--- config.mk ---
export PLATFORM = sky130hd
export DESIGN_NAME = easyaxi_rd_slice
export DESIGN_NICKNAME = d
export VERILOG_FILES = /design/src/rtl/easyaxi_rd_slice_pkg.sv /design/src/rtl/easyaxi_skid_buf.sv /design/src/rtl/easyaxi_rd_slice.sv
export SDC_FILE = /design/constraint.sdc
export NUM_CORES = 1
export LEC_CHECK = 0
export ABC_AREA = 1
export BUFFER_PORTS_ARGS = -buffer_cell sky130_fd_sc_hd__buf_2
export CORE_ASPECT_RATIO = 0.8
export CORE_MARGIN = 5
export CORE_UTILIZATION = 35
export CTS_CLUSTER_SIZE = 28
export DETAILED_ROUTE_END_ITERATION = 10
export SYNTH_ARGS = -nofsm -noshare
export SYNTH_HDL_FRONTEND = slang
export SYNTH_HIERARCHICAL = 1
export SYNTH_SLANG_ARGS = --single-unit
--- constraint.sdc ---
create_clock -name clk -period 10.3 [get_ports clk]
set_clock_uncertainty 0.15 [all_clocks]
set_input_delay 3.09 -clock clk [delete_from_list [all_inputs] [get_ports clk]]
set_output_delay 3.09 -clock clk [all_outputs]
set_load 0.05 [all_outputs]
--- src/rtl/easyaxi_rd_slice_pkg.sv ---
// Shared AXI widths plus packed AR/R payload types for the read-channel slice.
// Latency: n/a (types and constants only).
// Backpressure: n/a.
`ifndef AXI_ID_W
`define AXI_ID_W     4
`define AXI_ADDR_W   32
`define AXI_LEN_W    8
`define AXI_SIZE_W   3
`define AXI_BURST_W  2
`define AXI_DATA_W   32
`define AXI_RESP_W   2
`endif
`ifndef AXI_AR_PLD_W
`define AXI_AR_PLD_W (`AXI_ID_W + `AXI_ADDR_W + `AXI_LEN_W + `AXI_SIZE_W + `AXI_BURST_W)
`define AXI_R_PLD_W  (`AXI_ID_W + `AXI_DATA_W + `AXI_RESP_W + 1)
`endif

package easyaxi_rd_slice_pkg;
    localparam int ID_W     = `AXI_ID_W;
    localparam int ADDR_W   = `AXI_ADDR_W;
    localparam int LEN_W    = `AXI_LEN_W;
    localparam int SIZE_W   = `AXI_SIZE_W;
    localparam int BURST_W  = `AXI_BURST_W;
    localparam int DATA_W   = `AXI_DATA_W;
    localparam int RESP_W   = `AXI_RESP_W;
    localparam int AR_PLD_W = `AXI_AR_PLD_W;
    localparam int R_PLD_W  = `AXI_R_PLD_W;

    typedef struct packed {
        logic [ID_W-1:0]    id;
        logic [ADDR_W-1:0]  addr;
        logic [LEN_W-1:0]   len;
        logic [SIZE_W-1:0]  size;
        logic [BURST_W-1:0] burst;
    } ar_pld_t;

    typedef struct packed {
        logic [ID_W-1:0]   id;
        logic [DATA_W-1:0] data;
        logic [RESP_W-1:0] resp;
        logic              last;
    } r_pld_t;
endpackage

--- src/rtl/easyaxi_skid_buf.sv ---
// Two-entry skid buffer on a valid/ready channel: main entry drives out, skid entry absorbs a stall.
// Latency: 1 cycle in->out, full throughput, no bubbles.
// Backpressure: in_ready is a flop (skid entry empty), never combinational from out_ready.
module easyaxi_skid_buf #(
    parameter int PLD_W = 8
) (
    input  logic             clk,
    input  logic             rst_n,
    input  logic             in_valid,
    output logic             in_ready,
    input  logic [PLD_W-1:0] in_pld,
    output logic             out_valid,
    input  logic             out_ready,
    output logic [PLD_W-1:0] out_pld
);
    logic             m_vld, s_vld, in_rdy_q;
    logic [PLD_W-1:0] m_dat, s_dat;
    logic             push, pop, m_load, s_vld_nxt;

    assign push   = in_valid & in_rdy_q;
    assign pop    = m_vld & out_ready;
    // Main entry refills whenever it is empty or being drained this cycle.
    assign m_load = !m_vld || pop;

    always_comb begin
        s_vld_nxt = s_vld;
        if (m_load)
            s_vld_nxt = 1'b0;
        else if (push)
            s_vld_nxt = 1'b1;
    end

    always_ff @(posedge clk or negedge rst_n) begin
        if (!rst_n) begin
            m_vld    <= 1'b0;
            s_vld    <= 1'b0;
            in_rdy_q <= 1'b0;
        end else begin
            s_vld    <= s_vld_nxt;
            in_rdy_q <= !s_vld_nxt;
            if (m_load)
                m_vld <= s_vld || push;
        end
    end

    // Payload flops carry no reset; they are only meaningful under their valid.
    always_ff @(posedge clk) begin
        if (m_load && (s_vld || push))
            m_dat <= s_vld ? s_dat : in_pld;
        if (!m_load && push)
            s_dat <= in_pld;
    end

    assign in_ready  = in_rdy_q;
    assign out_valid = m_vld;
    assign out_pld   = m_dat;
endmodule

--- src/rtl/easyaxi_rd_slice.sv ---
// AXI read-channel register slice: skid buffers on AR and R plus an outstanding-burst limiter.
// Latency: 1 cycle per channel, 1 beat/cycle each direction.
// Backpressure: up_arready drops on AR skid full or outs_cnt == MAX_OUTS; R is never throttled.
module easyaxi_rd_slice
    import easyaxi_rd_slice_pkg::*;
#(
    parameter int MAX_OUTS = 4,
    parameter int CNT_W    = 4
) (
    input  logic               clk,
    input  logic               rst_n,
    input  logic               up_arvalid,
    output logic               up_arready,
    input  logic [ID_W-1:0]    up_arid,
    input  logic [ADDR_W-1:0]  up_araddr,
    input  logic [LEN_W-1:0]   up_arlen,
    input  logic [SIZE_W-1:0]  up_arsize,
    input  logic [BURST_W-1:0] up_arburst,
    output logic               dn_arvalid,
    input  logic               dn_arready,
    output logic [ID_W-1:0]    dn_arid,
    output logic [ADDR_W-1:0]  dn_araddr,
    output logic [LEN_W-1:0]   dn_arlen,
    output logic [SIZE_W-1:0]  dn_arsize,
    output logic [BURST_W-1:0] dn_arburst,
    input  logic               dn_rvalid,
    output logic               dn_rready,
    input  logic [ID_W-1:0]    dn_rid,
    input  logic [DATA_W-1:0]  dn_rdata,
    input  logic [RESP_W-1:0]  dn_rresp,
    input  logic               dn_rlast,
    output logic               up_rvalid,
    input  logic               up_rready,
    output logic [ID_W-1:0]    up_rid,
    output logic [DATA_W-1:0]  up_rdata,
    output logic [RESP_W-1:0]  up_rresp,
    output logic               up_rlast,
    output logic [CNT_W-1:0]   outs_cnt
);
    ar_pld_t          up_ar_pld, dn_ar_pld;
    r_pld_t           dn_r_pld, up_r_pld;
    logic             ar_in_rdy, ar_room, ar_hs, rlast_hs;
    logic [CNT_W-1:0] outs_cnt_q;

    assign up_ar_pld = '{id: up_arid, addr: up_araddr, len: up_arlen,
                         size: up_arsize, burst: up_arburst};
    assign dn_r_pld  = '{id: dn_rid, data: dn_rdata, resp: dn_rresp, last: dn_rlast};

    assign ar_room    = outs_cnt_q < CNT_W'(MAX_OUTS);
    assign up_arready = ar_in_rdy & ar_room;
    assign ar_hs      = up_arvalid & up_arready;
    assign rlast_hs   = up_rvalid & up_rready & up_rlast;

    // Gating in_valid with the limiter keeps the buffer from accepting a refused AR.
    easyaxi_skid_buf #(.PLD_W(AR_PLD_W)) u_ar_buf (
        .clk       (clk),
        .rst_n     (rst_n),
        .in_valid  (up_arvalid & ar_room),
        .in_ready  (ar_in_rdy),
        .in_pld    (up_ar_pld),
        .out_valid (dn_arvalid),
        .out_ready (dn_arready),
        .out_pld   (dn_ar_pld)
    );

    easyaxi_skid_buf #(.PLD_W(R_PLD_W)) u_r_buf (
        .clk       (clk),
        .rst_n     (rst_n),
        .in_valid  (dn_rvalid),
        .in_ready  (dn_rready),
        .in_pld    (dn_r_pld),
        .out_valid (up_rvalid),
        .out_ready (up_rready),
        .out_pld   (up_r_pld)
    );

    always_ff @(posedge clk or negedge rst_n) begin
        if (!rst_n)
            outs_cnt_q <= '0;
        else if (ar_hs != rlast_hs)
            outs_cnt_q <= ar_hs ? outs_cnt_q + 1'b1 : outs_cnt_q - 1'b1;
    end

    assign outs_cnt   = outs_cnt_q;
    assign dn_arid    = dn_ar_pld.id;
    assign dn_araddr  = dn_ar_pld.addr;
    assign dn_arlen   = dn_ar_pld.len;
    assign dn_arsize  = dn_ar_pld.size;
    assign dn_arburst = dn_ar_pld.burst;
    assign up_rid     = up_r_pld.id;
    assign up_rdata   = up_r_pld.data;
    assign up_rresp   = up_r_pld.resp;
    assign up_rlast   = up_r_pld.last;

`ifndef SYNTHESIS
    a_cnt_overflow: assert property (@(posedge clk) disable iff (!rst_n)
        (ar_hs && !rlast_hs) |-> (outs_cnt_q < CNT_W'(MAX_OUTS)));
    a_cnt_underflow: assert property (@(posedge clk) disable iff (!rst_n)
        (rlast_hs && !ar_hs) |-> (outs_cnt_q != '0));
    a_ar_stable: assert property (@(posedge clk) disable iff (!rst_n)
        (dn_arvalid && !dn_arready) |=> (dn_arvalid && $stable(dn_ar_pld)));
    a_r_stable: assert property (@(posedge clk) disable iff (!rst_n)
        (up_rvalid && !up_rready) |=> (up_rvalid && $stable(up_r_pld)));
`endif
endmodule

# After elaboration in Yosys (flattened, before gate mapping)
# Index checks and enable logic that the tools add are counted.
[word_totals]
register_bits = 186
latchBits = 0
ram_bits = 0
romBits = 0
in_bits = 94
output_inout_bits = 96
word_cells = 44
mem_count = 0
[op_classes]
addsub = 2
mul = 0
n_div = 0
order_cmp = 1
n_eq_ne = 1
shifts = 0
muxes = 7
bitwise_logic = 8
n_reduce_logical = 14
[op_table]
columns = ["cell", "n"]
rows = [
  ["two-way mux 49 bit", 1],
  ["two-way mux 39 bit", 1],
  ["AND 1 bit", 8],
  ["logical NOT 1 bit", 6],
  ["adder 4 x 1 -> 4 bit, second input constant", 1],
  ["logical AND 1 bit", 4],
  ["logical OR 1 bit", 4],
  ["less-than comparator 4 x 3 -> 1 bit, second input constant", 1],
  ["two-way mux 1 bit", 4],
  ["two-way mux 4 bit", 1],
  ["subtractor 4 x 1 -> 4 bit, second input constant", 1],
  ["inequality test 1 bit", 1],
]

# Longest topological paths before layout
# Gate-level depths: netlist of run 1.
[logic_depth]
word_depth = 6
depth_mapped = 10

# By module
# The synthesis of run 1 kept the hierarchy.
[modules_own_cells]
columns = ["mod", "instances", "cells_per_inst", "area_each_um2", "seq_area_each_um2"]
rows = [
  ["easyaxi_skid_buf at u_ar_buf", 1, 271, 3703.6, 3017.9],
  ["easyaxi_skid_buf at u_r_buf", 1, 218, 2952.8, 2417.3],
  ["easyaxi_rd_slice", 1, 42, 319.1, 100.1],
]

# Least setup slack after synthesis of run 1
# OpenSTA, ideal clock, no wires.
[synth_path]
path_type = "input to register"
from = "in up_arvalid"
to = "reg u_ar_buf.s_dat[0] (enable)"
setup_time_ns = 0.456
arrival_time_ns = 5.453
required_ns = 9.694
path_slack_ns = 4.241
cell_stages = 3
n_path_buf = 0
cell_sequence = "nor3b_1 > nand2_1 > nor2_1"
[synth_via]
elab_chain_len = 3
[synth_lines]
columns = ["element", "line_no", "source"]
rows = [
  ["from (decl)", "easyaxi_rd_slice.sv:12", "input logic up_arvalid,"],
  ["AND 1 bit", "easyaxi_rd_slice.sv:58", ".in_valid (up_arvalid & ar_room),"],
  ["AND 1 bit", "easyaxi_skid_buf.sv:20", "assign push = in_valid & in_rdy_q;"],
  ["logical AND 1 bit", "easyaxi_skid_buf.sv:50", "if (!m_load && push)"],
  ["to (signal assigned)", "easyaxi_skid_buf.sv:51", "s_dat <= in_pld;"],
  ["to (decl)", "easyaxi_skid_buf.sv:17", "logic [PLD_W-1:0] m_dat, s_dat;"],
]
# No other way between the ends.
# A chain may end at the register's enable or synchronous reset.

# Worst setup path in the final report of run 1
[layout_path]
from = "reg outs_cnt_q[3], in the netlist outs_cnt[3]"
to = "out up_arready"
[layout_via]
elab_chain_len = 2
[layout_lines]
columns = ["element", "line_no", "source"]
rows = [
  ["from (decl)", "easyaxi_rd_slice.sv:43", "logic [CNT_W-1:0] outs_cnt_q;"],
  ["from (signal assigned)", "easyaxi_rd_slice.sv:81", "outs_cnt_q <= ar_hs ? outs_cnt_q + 1'b1 : outs_cnt_q - 1'b1;"],
  ["less-than comparator 4 x 3 -> 1 bit", "easyaxi_rd_slice.sv:49", "assign ar_room = outs_cnt_q < CNT_W'(MAX_OUTS);"],
  ["AND 1 bit", "easyaxi_rd_slice.sv:50", "assign up_arready = ar_in_rdy & ar_room;"],
  ["to (decl)", "easyaxi_rd_slice.sv:13", "output logic up_arready,"],
]
# No other way between the ends.

==> results of run 1 <==
[layer usage]
| metal | vias to the layer above | global-route usage [%] | part of all wire [%] |
|---|---|---|---|
| met5 | - | 0 | 0.19 |
| met4 | 6 | 3.38 | 1.1 |
| met3 | 18 | 5.52 | 12 |
| met2 | 194 | 17.9 | 41 |
| met1 | 1918 | 18.7 | 46 |
| li1 | 2169 | - | - |
[per-stage QoR]
| stage | cells | hold slack [ps] |
|---|---|---|
| floorplan | 531 | 341 |
| global placement | 968 | 346 |
| detailed placement | 968 | 349 |
| CTS | 1000 | 360 |
| global route | 1000 | 372 |
| finish | 1000 | 358 |
[cells in the mapped netlist, drive strengths merged]
library cell and count:
edfxtp 176, nor3b 2, nand2 289, nor2 5
inv 11, ha 2, a21oi 2, nand2b 1
dfrtp 10, nand3 12, buf 19, fa 1
xor2 1
[path summary, 6_finish.rpt]
path,cells past startpoint,from,end
min,2,u_ar_buf/s_dat[44]$_DFFE_PP_,u_ar_buf/out_pld[44]$_DFFE_PP_
max,2,outs_cnt[3]$_DFFE_PN0P_,up_arready
min in group asynchronous,1,rst_n,u_r_buf/s_vld$_DFF_PN0_
max in group asynchronous,1,rst_n,u_ar_buf/s_vld$_DFF_PN0_
max reg2reg,4,u_ar_buf/s_vld$_DFF_PN0_,u_ar_buf/out_pld[48]$_DFFE_PP_
min reg2reg,2,u_ar_buf/s_dat[44]$_DFFE_PP_,u_ar_buf/out_pld[44]$_DFFE_PP_
[sequential cells by signal, summed over array words and instances, names as in the netlist]
signal and flops:
u_ar_buf/out_pld 49, u_ar_buf/in_ready 1, u_r_buf/out_pld 39, u_ar_buf/out_valid 1, u_r_buf/s_vld 1, outs_cnt 4, u_ar_buf/s_vld 1, u_ar_buf/s_dat 49
u_r_buf/s_dat 39, u_r_buf/out_valid 1, u_r_buf/in_ready 1
[power groups by stage]
stage | sequential [mW] | clock (mW) | combinational, mW
after CTS | 1.02 | 0.648 | 0.596
after detailed placement | 1.04 | 0 | 0.595
after floorplan | 1.30 | 0 | 0.182
after global routing | 1.03 | 0.684 | 0.636
after global placement | 1.04 | 0 | 0.590
final | 1.02 | 0.630 | 0.587
[area by class of cell]
| type | count | area [um^2] |
|---|---|---|
| Fill cell | 1843 | 10900 |
| Sequential cell | 186 | 5540 |
| Multi-Input combinational cell | 315 | 1280 |
| Timing Repair Buffer | 192 | 968 |
| Clock buffer | 17 | 425 |
| Tap cell | 264 | 330 |
| Clock inverter | 15 | 156 |
| Inverter | 11 | 41.3 |
[critical path, delay by kind of cell, from the launching register on]
kind	cells	cell delay, ps
and+or+nand+nor	1	250
DFF	1	460
buffers and inverters	1	300
[logic make-up after synthesis]
kind of cell               count (synthesis)  share of synthesized area, %
and+or+nand+nor                          309                          17.2
DFF                                      186                          79.4
buffers and inverters                     30                          2.53
adders and majority gates                  3                         0.646
AOI/OAI and AO/OA                          2                         0.144
xor gates and xnor gates                   1                         0.126
==> metrics.md, run 1 <==
| Metric | Value |
|---|---|
| Worst-margin pin slew | `1130 ps` |
| Site Rows | `46` |
| Via-per-instance ratio | `4.31` |
| Outcome | `complete, no violations` |
| Final cell area excluding filler cells | `8740 um^2` |
| Clock period minus worst slack | `4680 ps` |
| Die X | `around 170 um` |
| Largest stage delay, worst path | `460 ps` |
| Pins over their slew limit | `0` |
| Final total power | `2.24 mW` |
| Worst slack after detailed placement | `around 5300 ps` |
| DRC violation count after routing | `0` |
| Resized Gates After CTS | `0` |
| Top post-synthesis cells by area | `sky130_fd_sc_hd__edfxtp_1 (76%), sky130_fd_sc_hd__nand2_1 (15%), sky130_fd_sc_hd__dfrtp_1 (3.6%)` |
| Count of yosys warnings during synthesis | `6` |
| Part of the Yosys area used for sequential elements | `79.4%` |
| Data required time of the critical path | `7060 ps` |
| Synth Cell Area | `6980 um^2` |
| CTS root buffer | `sky130_fd_sc_hd__clkbuf_16` |
| Via count | `approximately 4300` |
| Setup total negative slack | `0 ps` |
| Clock power frac | `28.1%` |
| Switching Fraction | `36.7%` |
| Crit-path cells | `nor3b_2 > buf_2` |
| Clock input transition at the sequential cells of the worst setup and hold paths | `70 ps` |
| Worst Setup Slack, final | `5620 ps` |
| Routability congestion estimate | `0.800` |
| Sinks on the clock net | `186` |
| CP endpoint kind | `output pin` |
| Worst-path maximum fanout | `6` |
| Layout Area Growth over Synthesis | `25.3%` |
| Share of the synthesized area in the top cell type | `75.8%` |
| Number of hold-repair buffers added at the cts stage | `0` |
| Ratio of cells with drive above 1 in the final layout | `a little under a third` |
| Syn_nets | `~630` |
| 1st-iter DRT viols | `332` |
| Die Ht | `roughly 140 um` |
| Net switching power | `0.822 mW` |
| Pwr per Cell Area | `256 nW/um^2` |
| Leak Pwr | `3.75 nW` |
| Logic gate share of total power | `26.2%` |
| Utilization of the core after routing | `44.4%` |
| Total setup buffers inserted after CTS | `0` |
| Setup violators final | `0` |
| Number of cells produced by synthesis | `roughly 530` |
| Slew Limit Headroom | `24.2%` |
| Total routed wirelength | `14.6 mm` |
| Most frequent cells in the layout | `sky130_fd_sc_hd__nand2_1 (288), sky130_fd_sc_hd__buf_2 (189), sky130_fd_sc_hd__edfxtp_1 (176), sky130_fd_sc_hd__clkbuf_16 (17), sky130_fd_sc_hd__nand3_1 (11)` |
| Area of the die | `22900 um^2` |
| Number of distinct library cell variants in the gate-level netlist after synthesis | `19` |
| Antenna-violating nets left | `0` |
| Top achievable clock speed | `0.214 GHz` |
| Maximum VDD drop | `a little over 0.1 mV` |
| Global-route wire length before repair | `22.7 mm` |
| Mean instance size in the synthesized netlist | `13.1 um^2` |
| Number of synthesized register bits | `186` |
| Most common cell after layout, fill and taps aside | `sky130_fd_sc_hd__nand2_1` |
| Tcrit/Tclk final | `~45%` |
| Largest net degree at the start of global routing | `53` |
| Number of buffer cells added on primary ports | `189` |
| Type of the setup path with the least slack | `reg -> out` |
| Setup repair after global routing missed its margin | `no` |
| Instance area after placement | `8160 um^2` |
| Cell type contributing the most total cell area after synthesis | `sky130_fd_sc_hd__edfxtp_1` |
| Clock tree from TritonCTS | `done` |
| Critical path startpoint category | `flip-flop` |
| Pre-antenna DRT Iters | `5` |
| Worst min path class | `reg -> reg` |
| Layout Nets | `820` |
| IO Count | `190` |
| Routed len/inst | `14.6 um` |
| Maximum count of clock buffers along a single path | `2` |
| Hold violation total from the final report | `0` |
| Slack of the worst reg-to-reg path | `7180 ps` |
| Maximum level of the CTS H-tree | `4` |
| Sequential power share | `around 46%` |
| Core area | `19700 um^2` |
| Number of antenna diodes | `0` |
| Worst-Skew Late Latency | `430 ps` |
| Master of the slowest instance on the critical path | `sky130_fd_sc_hd__dfrtp_1` |
| CP arrival | `1440 ps` |
| Max cap viols | `0` |
| Vias in the first global route | `approximately 4100` |
| Global routing usage summed across all routing layers | `approximately 13%` |
| Internal Pwr Total | `approximately 1.4 mW` |
| Detailed placer's ending HPWL | `9.86 mm` |
| Initial core utilization | `35.4%` |
| Gr ovfl total | `0` |
| Number of antenna violations at the first check in global routing | `3` |
| Number of buffers added by the clock tree synthesis step | `17` |
Power figures use the tool's default switching activity.
==> run 2, diff against run 1 <==
==> constraint.sdc (replaced) <==
create_clock -name clk -period 3.89 [get_ports clk]
set_clock_uncertainty 0.15 [all_clocks]
set_input_delay 1.167 -clock clk [delete_from_list [all_inputs] [get_ports clk]]
set_output_delay 1.167 -clock clk [all_outputs]
set_load 0.05 [all_outputs]
==> metrics.md, run 2 (synthesis gave the netlist of run 1 again) <==
| Metric | Value |
|---|---|
| Uppermost metal layer occupied by signal nets | `met5` |
| Slack of the worst reg-to-reg path | `roughly 1700 ps` |
| Gr ovfl total | `0` |
| Area of the die | `22900 um^2` |
| Vias in the first global route | `4139` |
| Layout fillers | `1832` |
| Sinks on the clock net | `186` |
| Layout Area Growth over Synthesis | `26.2%` |
| Number of buffers added by the clock tree synthesis step | `17` |
| Maximum count of clock buffers along a single path | `2` |
| DRC violation count after routing | `0` |
| Pwr per Cell Area | `683 nW/um^2` |
| Global-route wire length before repair | `approximately 23 mm` |
| Sequential cell area | `5540 um^2` |
| Maximum VDD drop | `0.320 mV` |
| Max cap viols | `0` |
| Slew Limit Headroom | `between 50% and 60%` |
| Layout Nets | `825` |
| Destination of the worst register-to-register timing path | `u_ar_buf/out_pld[0]$_DFFE_PP_` |
| Total routed wirelength | `14.8 mm` |
| Die Ht | `between 100 and 150 um` |
| Number of buffer cells added on primary ports | `approximately 190` |
| Most common cell after layout, fill and taps aside | `sky130_fd_sc_hd__nand2_1` |
| CP endpoint kind | `output pin` |
| Antenna-violating nets left | `0` |
| Initial core utilization | `a little over a third` |
| Clock input transition at the sequential cells of the worst setup and hold paths | `roughly 80 ps` |
| Setup violators final | `0` |
| Type of the setup path with the least slack | `reg -> out` |
| Number of hold-repair buffers added at the cts stage | `0` |
| Pins over their slew limit | `0` |
| CTS root buffer | `sky130_fd_sc_hd__clkbuf_16` |
| Clock tree from TritonCTS | `done` |
| Via count | `between 4000 and 5000` |
| Setup crit start | `outs_cnt[3]$_DFFE_PN0P_` |
| Final total power | `6.01 mW` |
| Utilization of the core after routing | `44.7%` |
| Critical path startpoint category | `flip-flop` |
| Path depth of the worst reg2reg path | `6` |
| Startpoint of the lowest-slack hold path | `u_ar_buf/s_dat[13]$_DFFE_PP_` |
| Worst-margin pin slew | `708 ps` |
| Hold violation total from the final report | `0` |
| Setup repair after global routing missed its margin | `no` |
| Site Rows | `46` |
| Worst-path maximum fanout | `6` |
| Via-per-instance ratio | `4.28` |
| Number of antenna violations at the first check in global routing | `5` |
| Ratio of cells with drive above 1 in the final layout | `32.3%` |
| Wire length on met1 | `6.84 mm` |
| Tcrit/Tclk final | `70.1%` |
| CP arrival | `1410 ps` |
| Worst-Skew Late Latency | `420 ps` |
| Resized Gates After CTS | `0` |
| Data required time of the critical path | `2570 ps` |
| Core area | `19700 um^2` |
| Detailed placer's ending HPWL | `10.2 mm` |
| Largest net degree at the start of global routing | `52` |
| Routability congestion estimate | `0.772` |
| Maximum level of the CTS H-tree | `4` |
| Routed length on met3 | `1.53 mm` |
| Outcome | `complete, no violations` |
| IO Count | `190` |
| Setup total negative slack | `0 ps` |
| Total setup buffers inserted after CTS | `0` |
| 1st-iter DRT viols | `between 300 and 400` |
| Global routing usage summed across all routing layers | `13.0%` |
| Die X | `approximately 170 um` |
| Most frequent cells in the layout | `sky130_fd_sc_hd__nand2_1 (288), sky130_fd_sc_hd__buf_2 (189), sky130_fd_sc_hd__edfxtp_1 (176), sky130_fd_sc_hd__clkbuf_16 (17), sky130_fd_sc_hd__nand3_1 (11)` |
| Footprint of the multi-input gates | `1280 um^2` |
| Routed len/inst | `14.7 um` |
| Critical path endpoint | `up_arready` |
| Worst slack on hold paths | `about 370 ps` |
| Critical register-to-register path startpoint | `outs_cnt[3]$_DFFE_PN0P_` |
| Pre-antenna DRT Iters | `4` |
| Clock period minus worst slack | `2730 ps` |
| Top achievable clock speed | `around 0.37 GHz` |
| Worst min path class | `reg -> reg` |
| Leak Pwr | `3.78 nW` |
| Met2 WL post-DR | `6.24 mm` |
## run 2: final cells by class
type	count	share of cell area (%)
diodes	2	0.0569
clock buffers	17	4.83
clock inverters	15	2.02
inverters	11	0.469
multi-input cells	315	14.5
flip-flops and latches	186	62.9
well taps	264	3.75
repair buffers	197	11.4
## run 2: worst min path at each step
stage                                           endpoint  slack [ps]  depth (start not counted)
after floorplan           u_ar_buf/out_pld[44]$_DFFE_PP_         340                          2
after global placement     u_r_buf/out_pld[34]$_DFFE_PP_         340                          2
after detailed placement  u_ar_buf/out_pld[44]$_DFFE_PP_         350                          2
after CTS                 u_ar_buf/out_pld[41]$_DFFE_PP_         370                          2
after global routing      u_ar_buf/out_pld[24]$_DFFE_PP_         390                          2
final                     u_ar_buf/out_pld[13]$_DFFE_PP_         370                          2
## run 2: worst max-delay path: stages, from the launching register on
cell and delay [ps]:
sky130_fd_sc_hd__dfrtp_1 450, sky130_fd_sc_hd__nor3b_2 250, sky130_fd_sc_hd__buf_2 300
## run 2: metrics by stage
stage          worst slack (ps)  cell area (um^2)  std cells
4_1_cts                    1140              8800       1005
5_1_grt                    1080              8800       1007
2_1_floorplan               330              6980        531
3_3_place_gp                864              8190        973
6_report                   1160              8800       1007
3_5_place_dp                864              8190        973
## run 2: layer usage
metal	up-vias	track usage (%)
met5	-	0
met4	6	3.83
met3	19	5.78
met2	170	18.2
met1	1935	18.4
li1	2177	-
## run 2: report_power, final
group          internal (mW)  switching (mW)  total [mW]
sequential              2.57           0.105        2.68
combinational          0.332            1.27        1.60
clock                  0.922           0.811        1.73
==> run 3, diff against run 2 <==
==> constraint.sdc (replaced) <==
create_clock -name clk -period 2.5 [get_ports clk]
set_clock_uncertainty 0.15 [all_clocks]
set_input_delay 0.75 -clock clk [delete_from_list [all_inputs] [get_ports clk]]
set_output_delay 0.75 -clock clk [all_outputs]
set_load 0.05 [all_outputs]
==> metrics.md, run 3 (synthesis gave the netlist of run 1 again) <==
| Metric | Value |
|---|---|
| Layout Nets | `827` |
| Worst-Skew Late Latency | `420 ps` |
| CP endpoint kind | `output pin` |
| 1st-iter DRT viols | `331` |
| Number of buffer cells added on primary ports | `about 190` |
| Largest net degree at the start of global routing | `52` |
| Data required time of the critical path | `1600 ps` |
| Worst min path class | `in -> async` |
| Type of the setup path with the least slack | `reg -> out` |
| Antenna-violating nets left | `0` |
| Gr ovfl total | `0` |
| Die Ht | `136 um` |
| CTS root buffer | `sky130_fd_sc_hd__clkbuf_16` |
| Worst-margin pin slew | `between 500 and 600 ps` |
| Site Rows | `46` |
| Layout Area Growth over Synthesis | `26.7%` |
| Hold violation total from the final report | `0` |
| Worst-path maximum fanout | `6` |
| Resized Gates After CTS | `0` |
| Ratio of cells with drive above 1 in the final layout | `32.2%` |
| Setup violators final | `0` |
| Setup total negative slack | `0 ps` |
| Total routed wirelength | `14.8 mm` |
| Detailed placer's ending HPWL | `10.1 mm` |
| Pre-antenna DRT Iters | `5` |
| Top achievable clock speed | `0.434 GHz` |
| Most frequent cells in the layout | `sky130_fd_sc_hd__nand2_1 (288), sky130_fd_sc_hd__buf_2 (189), sky130_fd_sc_hd__edfxtp_1 (176), sky130_fd_sc_hd__clkbuf_16 (17), sky130_fd_sc_hd__nand3_1 (11)` |
| Maximum count of clock buffers along a single path | `2` |
| Maximum VDD drop | `0.505 mV` |
| IO Count | `190` |
| Sinks on the clock net | `186` |
| Clock input transition at the sequential cells of the worst setup and hold paths | `70 ps` |
| Critical register-to-register path startpoint | `outs_cnt[3]$_DFFE_PN0P_` |
| Pwr per Cell Area | `1060 nW/um^2` |
| Total setup buffers inserted after CTS | `0` |
| Maximum level of the CTS H-tree | `4` |
| Max cap viols | `0` |
| Core area | `19700 um^2` |
| Clock tree from TritonCTS | `done` |
| Setup repair after global routing missed its margin | `no` |
| Via-per-instance ratio | `4.29` |
| Number of buffers added by the clock tree synthesis step | `17` |
| Most common cell after layout, fill and taps aside | `sky130_fd_sc_hd__nand2_1` |
| Tcrit/Tclk final | `92.1%` |
| DRC violation count after routing | `0` |
| CP arrival | `1400 ps` |
| Path depth of the worst reg2reg path | `10` |
| Leak Pwr | `roughly 3.8 nW` |
| Clock period minus worst slack | `2300 ps` |
| Routability congestion estimate | `0.796` |
| Outcome | `complete, no violations` |
| Die X | `168 um` |
| Pins over their slew limit | `0` |
| Routed len/inst | `14.6 um` |
| Global-route wire length before repair | `23.1 mm` |
| Slack of the worst reg-to-reg path | `600 ps` |
| Utilization of the core after routing | `44.9%` |
| Via count | `4325` |
| Area of the die | `22900 um^2` |
| Destination of the worst register-to-register timing path | `outs_cnt[3]$_DFFE_PN0P_` |
| Initial core utilization | `35.4%` |
| Vias in the first global route | `approximately 4300` |
| Number of antenna violations at the first check in global routing | `4` |
| Critical path startpoint category | `flip-flop` |
| Slew Limit Headroom | `64.2%` |
| Global routing usage summed across all routing layers | `13.1%` |
| Number of hold-repair buffers added at the cts stage | `0` |
## run 3: layout make-up
class	instances	area, um^2
inverters	11	45.0
well taps	264	330
clock inverters	14	159
flip-flops and latches	186	5540
multi-input cells	315	1280
clock buffers	18	429
repair buffers	199	1060
fillers	1846	10800
diodes	2	5.00
## run 3: worst max-delay path, cell delays in order, from the launching register on
cell	delay [ps]
sky130_fd_sc_hd__dfrtp_1	440
sky130_fd_sc_hd__nor3b_2	240
sky130_fd_sc_hd__buf_2	300
## run 3: layer usage
metal	GRT usage, %	wire [um]	vias to the layer above
met2	18.2	6290	205
met3	6.02	1720	11
met4	3.47	78	6
met5	0	39	-
met1	18.6	6640	1915
li1	-	-	2188
## run 3: power by group
group          internal [mW]  switching (mW)  total [mW]  leakage (nW)
sequential              4.00           0.163        4.16          1.75
clock                   1.50            1.18        2.68         0.282
combinational          0.547            1.97        2.52          1.75
## run 3: stage by stage
stage	setup WS [ps]	std cells	hold slack [ps]	cell area, um^2	power (mW)
after floorplan	2.92	531	304	6990	6.13
after global placement	278	975	346	8250	6.77
after detailed placement	261	975	351	8250	6.78
after CTS	159	1007	30.7	8840	9.47
after global routing	96.3	1008	29.2	8840	9.81
final	198	1009	40.2	8840	9.36
## run 3: worst max-delay path by stage
stage / startpoint / end / cells past startpoint
3_3_place_gp: up_arvalid / u_ar_buf/out_pld[26]$_DFFE_PP_ / 7
4_1_cts: outs_cnt[3]$_DFFE_PN0P_ / up_arready / 2
3_5_place_dp: up_arvalid / u_ar_buf/out_pld[26]$_DFFE_PP_ / 7
5_1_grt: outs_cnt[3]$_DFFE_PN0P_ / up_arready / 2
6_report: outs_cnt[3]$_DFFE_PN0P_ / up_arready / 2
2_1_floorplan: up_rready / u_r_buf/s_dat[0]$_DFFE_PP_ / 3
